## config.mk

```make
export PLATFORM = sky130hd
export DESIGN_NAME = ids_bus_arbiter_flat
export DESIGN_NICKNAME = d
export VERILOG_FILES = /design/src/rtl/ids_bus_arbiter_if.sv /design/src/rtl/ids_bus_arbiter.sv /design/src/flat_wrapper.sv
export SDC_FILE = /design/constraint.sdc
export NUM_CORES = 1
export LEC_CHECK = 0
export ABC_AREA = 1
export CORE_AREA = 5 5 42 44
export CTS_CLUSTER_SIZE = 16
export DETAILED_ROUTE_END_ITERATION = 10
export DIE_AREA = 0 0 47 49
export GPL_TIMING_DRIVEN = 0
export PLACE_DENSITY_LB_ADDON = 0.1
export SLEW_MARGIN = 20
export SYNTH_ARGS = -nofsm -noshare
export SYNTH_HDL_FRONTEND = slang
export SYNTH_SLANG_ARGS = --single-unit
export TNS_END_PERCENT = 1
```

## constraint.sdc

```tcl
create_clock -name i_clk -period 1.49 [get_ports i_clk]
set_clock_uncertainty 0.1 [all_clocks]
set_input_delay 0.149 -clock i_clk [delete_from_list [all_inputs] [get_ports i_clk]]
set_output_delay 0.149 -clock i_clk [all_outputs]
set_load 0.05 [all_outputs]
```

## src/rtl/ids_bus_arbiter_if.sv

```systemverilog
// Bus-arbiter signal bundle: per-requester request/lock in, grant and
// response-select out. The arbiter takes the slave side, requesters the master.
interface ids_bus_arbiter_if #(
    parameter int NUM_REQ = 2,
    parameter int ID_W    = $clog2(NUM_REQ)
);
    logic [NUM_REQ-1:0] i_req;
    logic [NUM_REQ-1:0] i_lock;
    logic [NUM_REQ-1:0] o_gnt;
    logic [ID_W-1:0]    o_gnt_id;
    logic               o_busy;
    logic               o_rsp_valid;
    logic [ID_W-1:0]    o_rsp_sel;
    logic               o_preempt;

    modport master (
        output i_req, i_lock,
        input  o_gnt, o_gnt_id, o_busy, o_rsp_valid, o_rsp_sel, o_preempt
    );

    modport slave (
        input  i_req, i_lock,
        output o_gnt, o_gnt_id, o_busy, o_rsp_valid, o_rsp_sel, o_preempt
    );
endinterface

```

## src/rtl/ids_bus_arbiter.sv

```systemverilog
// Round-robin bus arbiter with hold limit and owner lock. Every ownership
// change passes through a one-cycle DRAIN so that 1-cycle-latency read data
// still returns to the previous owner; o_rsp_valid/o_rsp_sel follow the
// grant by one cycle to steer that read data.
module ids_bus_arbiter #(
    parameter int NUM_REQ  = 2,
    parameter int MAX_HOLD = 16,
    parameter int ID_W     = $clog2(NUM_REQ)
) (
    input  logic              i_clk,
    input  logic              i_rst,
    ids_bus_arbiter_if.slave  bus
);
    localparam int                HC_W     = (MAX_HOLD > 1) ? $clog2(MAX_HOLD) : 1;
    localparam logic [HC_W-1:0]   HOLD_MAX = HC_W'(MAX_HOLD - 1);
    localparam logic [ID_W-1:0]   LAST_RST = ID_W'(NUM_REQ - 1);

    typedef enum logic [1:0] {
        ST_IDLE,
        ST_OWN,
        ST_DRAIN
    } state_t;

    state_t              state_q, state_d;
    logic [ID_W-1:0]     owner_q, owner_d;
    logic [ID_W-1:0]     last_q, last_d;
    logic [HC_W-1:0]     hold_q, hold_d;
    logic                preempt_q, preempt_d;
    logic                rsp_valid_q;
    logic [ID_W-1:0]     rsp_sel_q;

    logic [ID_W-1:0]     win_id;
    logic                win_found;
    logic [NUM_REQ-1:0]  owner_mask;
    logic                own_req;
    logic                own_lock;
    logic                others;
    logic [NUM_REQ-1:0]  gnt;
    logic [ID_W-1:0]     gnt_id;

    assign owner_mask = NUM_REQ'(1) << owner_q;
    assign own_req    = |(bus.i_req  & owner_mask);
    assign own_lock   = |(bus.i_lock & owner_mask);
    assign others     = |(bus.i_req  & ~owner_mask);

    // Round-robin pick: the requester closest after `last` (distance 0 is last+1).
    // NOTE: every always_comb output gets a default before any branch, so no
    // path leaves a signal unassigned and no latch is inferred.
    always_comb begin
        int best_d;
        int d;
        win_id    = '0;
        win_found = 1'b0;
        best_d    = NUM_REQ;
        for (int j = 0; j < NUM_REQ; j++) begin
            d = (j - int'(last_q) + NUM_REQ - 1) % NUM_REQ;
            if (bus.i_req[ID_W'(j)] && d < best_d) begin
                best_d    = d;
                win_id    = ID_W'(j);
                win_found = 1'b1;
            end
        end
    end

    // Next-state logic: arbitration from IDLE/DRAIN, release/lock/hold rules in OWN.
    always_comb begin
        state_d   = state_q;
        owner_d   = owner_q;
        last_d    = last_q;
        hold_d    = hold_q;
        preempt_d = 1'b0;
        unique case (state_q)
            ST_IDLE, ST_DRAIN: begin
                if (win_found) begin
                    state_d = ST_OWN;
                    owner_d = win_id;
                    last_d  = win_id;
                    hold_d  = '0;
                end else begin
                    state_d = ST_IDLE;
                end
            end
            ST_OWN: begin
                if (hold_q != HOLD_MAX) begin
                    hold_d = hold_q + HC_W'(1);
                end
                if (!own_req) begin
                    state_d = others ? ST_DRAIN : ST_IDLE;
                end else if (own_lock) begin
                    state_d = ST_OWN;
                end else if (hold_q == HOLD_MAX && others) begin
                    state_d   = ST_DRAIN;
                    preempt_d = 1'b1;
                end
            end
            default: state_d = ST_IDLE;
        endcase
    end

    // Arbiter state and one-cycle-delayed response select.
    // NOTE: sequential state uses non-blocking assignments so every register
    // samples the pre-edge value of the others regardless of statement order.
    always_ff @(posedge i_clk or posedge i_rst) begin
        if (i_rst) begin
            state_q     <= ST_IDLE;
            owner_q     <= '0;
            last_q      <= LAST_RST;
            hold_q      <= '0;
            preempt_q   <= 1'b0;
            rsp_valid_q <= 1'b0;
            rsp_sel_q   <= '0;
        end else begin
            state_q     <= state_d;
            owner_q     <= owner_d;
            last_q      <= last_d;
            hold_q      <= hold_d;
            preempt_q   <= preempt_d;
            rsp_valid_q <= |gnt;
            rsp_sel_q   <= gnt_id;
        end
    end

    // Grant is decoded purely from registered state; reset clears it at once.
    assign gnt    = (state_q == ST_OWN) ? owner_mask : '0;
    assign gnt_id = (state_q == ST_OWN) ? owner_q : '0;

    assign bus.o_gnt       = gnt;
    assign bus.o_gnt_id    = gnt_id;
    assign bus.o_busy      = (state_q != ST_IDLE);
    assign bus.o_rsp_valid = rsp_valid_q;
    assign bus.o_rsp_sel   = rsp_sel_q;
    assign bus.o_preempt   = preempt_q;
endmodule

```

## src/flat_wrapper.sv

```systemverilog
// flat-port wrapper written by rule: the top's interface ports become plain ports
module ids_bus_arbiter_flat 
#(
    parameter int NUM_REQ  = 2,
    parameter int MAX_HOLD = 16,
    parameter int ID_W     = $clog2(NUM_REQ)
)
  (i_clk, i_rst, bus_i_req, bus_i_lock, bus_o_gnt, bus_o_gnt_id, bus_o_busy, bus_o_rsp_valid, bus_o_rsp_sel, bus_o_preempt);
  ids_bus_arbiter_if #(.NUM_REQ(NUM_REQ), .ID_W(ID_W)) bus_i ();
  input  logic i_clk;
  input  logic i_rst;
  input wire logic [$bits(bus_i.i_req)-1:0] bus_i_req;
  input wire logic [$bits(bus_i.i_lock)-1:0] bus_i_lock;
  output wire logic [$bits(bus_i.o_gnt)-1:0] bus_o_gnt;
  output wire logic [$bits(bus_i.o_gnt_id)-1:0] bus_o_gnt_id;
  output wire logic [$bits(bus_i.o_busy)-1:0] bus_o_busy;
  output wire logic [$bits(bus_i.o_rsp_valid)-1:0] bus_o_rsp_valid;
  output wire logic [$bits(bus_i.o_rsp_sel)-1:0] bus_o_rsp_sel;
  output wire logic [$bits(bus_i.o_preempt)-1:0] bus_o_preempt;
  assign bus_i.i_req = bus_i_req;
  assign bus_i.i_lock = bus_i_lock;
  assign bus_o_gnt = bus_i.o_gnt;
  assign bus_o_gnt_id = bus_i.o_gnt_id;
  assign bus_o_busy = bus_i.o_busy;
  assign bus_o_rsp_valid = bus_i.o_rsp_valid;
  assign bus_o_rsp_sel = bus_i.o_rsp_sel;
  assign bus_o_preempt = bus_i.o_preempt;
  ids_bus_arbiter #(.NUM_REQ(NUM_REQ), .MAX_HOLD(MAX_HOLD), .ID_W(ID_W)) u_core (.i_clk(i_clk), .i_rst(i_rst), .bus(bus_i));
endmodule
```

==> flow_summary.yaml, run 1 <==
run_status:
  status: "finished clean"
worst_setup_path:
  crit_required_ps: 1240
  critPathKind: "register to primary output"
  rr_startpoint: "u_core.hold_q[0]"
  startpoint: "u_core.state_q[1]"
  end_kind: "primary output"
  worstPathArrival_ps: 1170
  cp-start-kind: "register"
  crit_fanout: 2
sta:
  hold_violations: 0
  clock.fmax_mhz: 705.5
  period_needed_ps: 1417
  rsz0062_at_grt: "no"
  setup_viol: 0
  holdWs_ps: 48.31
  setup_ws_ps: 72.61
  timing.final.crit_share_pct: 95.13
  slew_viol_final: 0
layout:
  synthToLayoutAreaGrowth_pct: 27.51
  final_util_pct: 39.73
  num_antenna_cells: 0
  final_layout_size_suffix_gt1_share_pct: 20.97
  mostFrequentLayoutCell: "nand2_1"
  fillers: 157
  final_nets: 71
  mostFrequentLayoutCells: "nand2_1, dfrtp_1, nand3_1, clkbuf_4, clkdlybuf4s50_1"
routing:
  route.detailed.vias_per_inst: 4.731
  vias: 369
  final_antenna_net_count: 0
  drc: 0
  wire_per_inst_um: 10.47
  drtPass1Iterations: 4
  drt-initial-drc-count: 12
  finalWirelength_um: 817
clocking:
  clk-insertion-delay-late_ps: 250
  cts.sinks: 8
  h-tree-depth: 1
  cts_made_buffers: 3
  cts_tree: "yes"
  cts_setup_buffers: 0
  cts_max_path_buffers: 2
  cts_root_buf: "clkbuf_4"
  path_clk_slew_ps: 60
placed_design:
  place_ws_ps: -240.0
  gp_congestion: 0.7170
  port_buffers: 8
  hpwl_um: 650.4
yosys:
  async_flop_share_pct: 100.0
  synth_area_per_cell_um2: 8.912
  seq_area_frac_synth_pct: 45.85
  synth.cell_area_um2: 436.7
  ys_types: 19
  synth_edf_count: 0
  ys_seq_elements: 8
  synth_cells: 49
  ys.warnings.count: 0
  synth_ff_type: "dfrtp_1"
worst_hold_path:
  hold_class: "input port to async pin"
floorplan:
  ios: 13
  die-area_um2: 2303
  initial_core_util_pct: 31.16
  num_rows: 14
  core-area_um2: 1401
  die_height_um: 49
  die_w_um: 47
global_route:
  grt.total_usage_pct: 8.665
  grt_overflow: 0
  grt_antenna_before_repair: 0
  grt_pass1_vias: 335
  grt_pass1_wl_um: 1400
  grt_max_degree: 12
power_and_ir_drop:
  p_per_area_nw_per_um2: 1464
  p_leak_uw: 0.0002772
  irDropWorstVdd_mv: 0.6102
flow_run:
  drv_cap: 0
==> routing by layer <==
layer  vias up  share of wire (%)  global-route usage, %
met2         9                 47                  11.76
met4         0                1.5                  5.530
li1        185                  -                      -
met5         -                  0                      0
met1       173                 45                  10.84
met3         2                6.7                  3.690
==> registers in the layout (all words and copies together) (netlist names) <==
| register | cells |
|---|---|
| u_core.bus.o_rsp_valid | 1 |
| u_core.hold_q | 4 |
| u_core.state_q | 2 |
| u_core.bus.o_preempt | 1 |
==> report_power, final <==
group          total (uW)  internal, uW  leakage, uW  switching, uW
registers             340           273     0.000105           67.9
clock network         165          92.1    0.0000138           72.9
logic                 310           109     0.000159            201
total                 815           474     0.000277            342
==> logic make-up (layout without fill, tap and decap cells) <==
logic type,Yosys count,count (layout),synth area share (%)
other,1,3,0.8588
DFF,8,8,45.84
buffers and inverters,7,18,8.595
and+or+nand+nor,27,27,32.67
adders and majority gates,1,1,2.865
AOI/OAI and AO/OA,5,5,9.172
==> synth_stat cells, types with 2 or more instances <==
master   number  area, um^2
nand4_1       2       12.51
inv_1         3       11.26
o21ai_1       2       10.01
buf_4         3       22.52
nand3_1       5       25.02
nor2_1        3       11.26
dfrtp_1       8       200.2
nand2_1      12       45.04
==> stage by stage <==
| step | cell area [um^2] | cells | total power (uW) | TNS [ps] |
|---|---|---|---|---|
| floorplan | 444.2 | 51 | 580.6 | 0 |
| global placement | 544.3 | 75 | 666.0 | -406.1 |
| detailed placement | 544.3 | 75 | 673.4 | -402.5 |
| CTS | 560.5 | 78 | 827.3 | -63.39 |
| global route | 556.8 | 78 | 883.9 | 0 |
| finish | 556.8 | 78 | 815.1 | 0 |
==> critical path, stage by stage (launching register included) <==
cell and delay (ps):
dfrtp_1 430, or2_2 280, buf_2 210
==> layout make-up <==
type / instances / area [um^2] / area share (%)
flip-flops and latches: 8 / 200.2 / 35.96
clock buffers: 3 / 22.52 / 4.045
repair buffers: 8 / 70.07 / 12.58
multi-input cells: 36 / 206.4 / 37.08
inverters: 4 / 15.01 / 2.697
plain buffers: 3 / 22.52 / 4.045
well taps: 16 / 20.02 / 3.596
==> final timing paths <==
check	to	slack [ps]	cells after the start
min in group i_clk	u_core.bus.o_preempt	420	3
setup / recovery	bus_o_busy	70	2
hold reg to reg	u_core.hold_q[0]	440	1
max in group asynchronous	u_core.bus.o_rsp_valid	990	2
setup reg to reg	u_core.hold_q[0]	190	5
hold / removal	u_core.hold_q[3]	50	2
==> repair_timing <==
item,CTS,global route
endpoints found under the setup margin,4,2
gates resized for setup,10,3
hold buffers,0,0
(Power assumes the default switching activity.)
==> run 2: changes to the inputs <==
--- a/config.mk
+++ b/config.mk
@@ -6,10 +6,10 @@
 export NUM_CORES = 1
 export LEC_CHECK = 0
 export ABC_AREA = 1
-export CORE_AREA = 5 5 42 44
+export CORE_AREA = 2 2 39 41
 export CTS_CLUSTER_SIZE = 16
 export DETAILED_ROUTE_END_ITERATION = 10
-export DIE_AREA = 0 0 47 49
+export DIE_AREA = 0 0 41 43
 export GPL_TIMING_DRIVEN = 0
 export PLACE_DENSITY_LB_ADDON = 0.1
 export SLEW_MARGIN = 20
==> constraint.sdc (replaced) <==
create_clock -name i_clk -period 1.49 [get_ports i_clk]
set_clock_uncertainty 0.1 [all_clocks]
set_input_delay 0.149 -clock i_clk [delete_from_list [all_inputs] [get_ports i_clk]]
set_output_delay 0.149 -clock i_clk [all_outputs]
set_load 0.005 [all_outputs]
==> run 2 against run 1 <==
- via count shrank 0.27%
- register-to-register slack is essentially flat
- largest power group unchanged
- sequential power is essentially flat
- critical path type unchanged
- largest cell class unchanged
- clock power grew 4%
- hold slack lost 13 ps
- maximum frequency shrank 1.9%
- wire length grew 1.7%
- die area shrank 23%
- total power shrank 6.0%
- first-iteration DRC count shrank 42%
==> flow_summary.yaml, run 2 (synthesis gave the netlist of run 1 again) <==
run_status:
  status: "finished clean"
sta:
  hold_violations: 0
  clock.fmax_mhz: 692.2
  period_needed_ps: 1445
  setup_viol: 0
  rsz0062_at_grt: "no"
  slew_viol_final: 0
  timing.final.crit_share_pct: 96.96
  tns_ps: 0
worst_setup_path:
  end_kind: "primary output"
  crit_family: "flip-flops"
  ff2ff_setup_slack_ps: 180
  crit_fanout: 3
  startpoint: "u_core.state_q[0]"
  worstRegToRegCells: 5
  cp-start-kind: "register"
  endpoint: "bus_o_busy"
  critPathBufInv: 1
  worstPathArrival_ps: 1200
  cp_num_cells: 2
  rr_startpoint: "u_core.hold_q[0]"
  slowest_stage: "dfrtp_1"
  cp_cell_sequence: "or2_2 > dlygate4sd2_1"
  r2r_end: "u_core.hold_q[0]"
  crit_required_ps: 1240
  slowest_delay_ps: 400
  critPathKind: "register to primary output"
layout:
  mostFrequentLayoutCells: "nand2_1, dfrtp_1, buf_4, clkdlybuf4s50_1, nand3_1"
  final_util_pct: 42.41
  reg_top3: "u_core.hold_q (4), u_core.state_q (2)"
  synthToLayoutAreaGrowth_pct: 34.38
  num_antenna_cells: 0
  fin_cells: 81
  final_layout_size_suffix_gt1_share_pct: 21.54
  mostFrequentLayoutCell: "nand2_1"
  largest_reg_flops: 4
  final_nets: 74
  largest_register: "u_core.hold_q"
placed_design:
  hpwl_um: 590.8
  dp.cells: 75
  gp_congestion: 0.7252
  port_buffers: 8
floorplan:
  die_height_um: 43
  initial_core_util_pct: 31.56
  num_rows: 14
  ios: 13
  die-area_um2: 1763
  core-area_um2: 1384
  die_w_um: 41
power_and_ir_drop:
  p_per_area_nw_per_um2: 1306
  irDropWorstVdd_mv: 0.5386
  p_leak_uw: 0.0002871
clocking:
  clk-insertion-delay-late_ps: 260
  cts_max_path_buffers: 2
  cts_root_buf: "clkbuf_4"
  path_clk_slew_ps: 60
  cts_tree: "yes"
  cts.sinks: 8
  cts_made_buffers: 3
  h-tree-depth: 1
routing:
  drt-initial-drc-count: 7
  route.detailed.vias_per_inst: 4.543
  wire_per_inst_um: 10.26
  drtPass1Iterations: 4
  final_antenna_net_count: 0
  vias: 368
  drc: 0
  finalWirelength_um: 831
global_route:
  grt_overflow: 0
  grt_antenna_before_repair: 0
  grt_pass1_vias: 341
  grt.total_usage_pct: 12.97
  grt_pass1_wl_um: 1511
  grt_max_degree: 11
flow_run:
  drv_cap: 0
worst_hold_path:
  hold_class: "input port to async pin"
==> run 2: cell types whose count changed in the layout (fill, tap and decap cells not counted) <==
| cell | previous run | this run |
|---|---|---|
| buf_4 | 3 | 6 |
| clkbuf_4 | 4 | 3 |
| clkdlybuf4s50_1 | 4 | 6 |
| buf_2 | 1 | 0 |
==> run 2: layout make-up <==
class	instances	area (um^2)
fill	142	797.0
multi-input combinational	36	206.4
sequential	8	200.2
timing repair buffer	11	100.1
clock buffer	3	22.52
buffer	3	22.52
tap	16	20.02
inverter	4	15.01
==> run 2: metrics by stage <==
| stage | instance area, um^2 | hold slack, ps | total power, uW | worst slack [ps] |
|---|---|---|---|---|
| floorplan | 444.2 | -135.3 | 492.8 | 312.2 |
| global placement | 544.3 | 333.1 | 581.0 | 75.24 |
| detailed placement | 544.3 | 326.8 | 583.3 | 69.34 |
| CTS | 586.8 | 49.89 | 780.0 | 33.13 |
| global route | 586.8 | 84.92 | 830.3 | 6.993 |
| finish | 586.8 | 35.50 | 766.2 | 45.26 |
==> run 2: repair_timing <==
action,CTS,global route
setup endpoints to repair,2,0
setup buffers,3,0
hold buffers,0,0
resized for setup,2,0
==> run 2: where the power goes <==
| part | total [uW] | switching [uW] | internal (uW) |
|---|---|---|---|
| Sequential | 338 | 65.6 | 273 |
| Clock | 171 | 78.4 | 92.5 |
| Combinational | 257 | 122 | 135 |
==> run 2: worst min path at each step <==
stage          startpoint                     end  slack [ps]  cells after the start
3_3_place_gp        i_rst    u_core.bus.o_preempt         330                      2
3_5_place_dp        i_rst  u_core.bus.o_rsp_valid         330                      2
4_1_cts             i_rst        u_core.hold_q[3]          50                      2
5_1_grt             i_rst        u_core.hold_q[3]          80                      2
2_1_floorplan       i_rst    u_core.bus.o_preempt        -140                      1
6_report            i_rst        u_core.hold_q[3]          40                      2
==> run 2: metal layers <==
layer  global-route usage [%]  vias to the layer above  wire, um
li1                         -                      188         -
met1                    17.88                      164       383
met2                    16.56                       14       384
met3                    3.141                        2        54
met4                    10.00                        0         8
met5                        0                        -         0
==> run 3: changes to the inputs <==
--- a/config.mk
+++ b/config.mk
@@ -11,7 +11,6 @@
 export DETAILED_ROUTE_END_ITERATION = 10
 export DIE_AREA = 0 0 41 43
 export GPL_TIMING_DRIVEN = 0
-export PLACE_DENSITY_LB_ADDON = 0.1
 export SLEW_MARGIN = 20
 export SYNTH_ARGS = -nofsm -noshare
 export SYNTH_HDL_FRONTEND = slang
==> run 3 against run 2 <==
- register-to-register slack worse by 40 ps
- core utilization up 0.54 points
- hold slack better by 7.0 ps
- non-clock buffer count rose by 1
- sequential power is 1% higher
- worst setup slack improved by 7.0 ps
- sequential share of layout area shrank 0.43 points
- global-route usage up 0.96 points
- via count grew 4.3%
- maximum frequency is 0.48% higher
- wire length is 9.3% higher
- die area did not move
- critical path type unchanged
- largest cell class unchanged
==> flow_summary.yaml, run 3 (synthesis gave the netlist of run 1 again) <==
placed_design:
  hpwl_um: 579.1
  gp_congestion: 0.7458
  port_buffers: 8
  dp.cells: 75
floorplan:
  die_height_um: 43
  num_rows: 14
  ios: 13
  initial_core_util_pct: 31.56
  die_w_um: 41
  core-area_um2: 1384
  die-area_um2: 1763
clocking:
  h-tree-depth: 1
  cts_max_path_buffers: 2
  cts_root_buf: "clkbuf_4"
  cts.sinks: 8
  cts_tree: "yes"
  hold_buffers: 0
  clk-insertion-delay-late_ps: 260
  cts_made_buffers: 3
  path_clk_slew_ps: 50
global_route:
  grt.total_usage_pct: 13.93
  grt_antenna_before_repair: 0
  grt_overflow: 0
  grt_pass1_vias: 335
  grt_max_degree: 11
  grt_pass1_wl_um: 1600
worst_setup_path:
  worstPathArrival_ps: 1190
  critPathKind: "register to primary output"
  crit_required_ps: 1240
  crit_fanout: 2
  end_kind: "primary output"
  cp-start-kind: "register"
sta:
  setup_viol: 0
  timing.final.crit_share_pct: 96.49
  rsz0062_at_grt: "no"
  tns_ps: 0
  period_needed_ps: 1438
  hold_violations: 0
  clock.fmax_mhz: 695.5
  slew_viol_final: 0
routing:
  finalWirelength_um: 908
  route.detailed.vias_per_inst: 4.683
  vias: 384
  drtPass1Iterations: 4
  wire_per_inst_um: 11.07
  drt-initial-drc-count: 11
  final_antenna_net_count: 0
  drc: 0
layout:
  mostFrequentLayoutCell: "nand2_1"
  largest_reg_flops: 4
  final_util_pct: 42.95
  final_nets: 75
  final_layout_size_suffix_gt1_share_pct: 22.73
  reg_top3: "u_core.hold_q (4), u_core.state_q (2)"
  synthToLayoutAreaGrowth_pct: 36.10
  largest_register: "u_core.hold_q"
  mostFrequentLayoutCells: "nand2_1, dfrtp_1, buf_4, clkdlybuf4s50_1, nand3_1"
  num_antenna_cells: 0
  fillers: 153
  fin_cells: 82
worst_hold_path:
  hold_class: "input port to async pin"
run_status:
  status: "finished clean"
power_and_ir_drop:
  irDropWorstVdd_mv: 0.4783
  p_per_area_nw_per_um2: 1314
  p_leak_uw: 0.0002920
flow_run:
  drv_cap: 0
==> run 3: changes by cell type in the layout (fill, tap and decap cells not counted), sizes merged <==
cell  delta
buf      +1
==> run 3: worst max-delay path, stage by stage (launching register included) <==
cell and delay, ps:
dfrtp_1 380, or2_2 290, dlygate4sd2_1 260
==> run 3: final timing paths <==
kind	from	end	slack, ps	cells past startpoint
setup / recovery	u_core.state_q[0]	bus_o_busy	50	2
hold / removal	i_rst	u_core.bus.o_rsp_valid	40	2
setup reg to reg	u_core.state_q[0]	u_core.hold_q[0]	140	7
hold reg to reg	u_core.hold_q[0]	u_core.hold_q[0]	450	1
max in group asynchronous	i_rst	u_core.hold_q[3]	1010	2
min in group i_clk	bus_i_req[1]	u_core.bus.o_preempt	430	3
==> run 3: timing repair <==
action	4_1_cts	5_1_grt
setup buffers	3	1
setup endpoints to repair	2	1
pin swaps	1	0
gates resized for setup	2	0
==> run 3: area by class of cell <==
class	count	area (um^2)	share of cell area (%)
clock buffers	3	22.52	3.789
multi-input cells	36	206.4	34.74
well taps	16	20.02	3.368
inverters	4	15.01	2.526
flip-flops and latches	8	200.2	33.68
plain buffers	3	22.52	3.789
repair buffers	12	107.6	18.11
==> run 3: power breakdown <==
group / total [uW] / leakage [uW] / internal [uW] / switching [uW]
logic: 271 / 0.000174 / 142 / 129
clock network: 168 / 0.0000138 / 92.3 / 75.4
registers: 342 / 0.000105 / 273 / 69.6
==> run 3: routing by layer <==
metal  vias to the layer above  part of all wire [%]  track usage, %
met5                         -                     0               0
met3                         5                   4.5           3.141
li1                        190                     -               -
met4                         0                   4.2           12.00
met2                        13                    47           17.50
met1                       176                    44           18.95
==> run 3: through the flow <==
step                      cell area (um^2)  setup WS (ps)  hold WS, ps  total power [uW]
after floorplan                      444.2          312.2       -135.3             492.8
after global placement               544.3          78.83        319.9             576.5
after detailed placement             544.3          68.58        321.5             586.3
after CTS                            586.8          45.17        50.25             766.7
after global routing                 594.3          17.32        84.00             849.0
final                                594.3          52.23        42.46             780.8
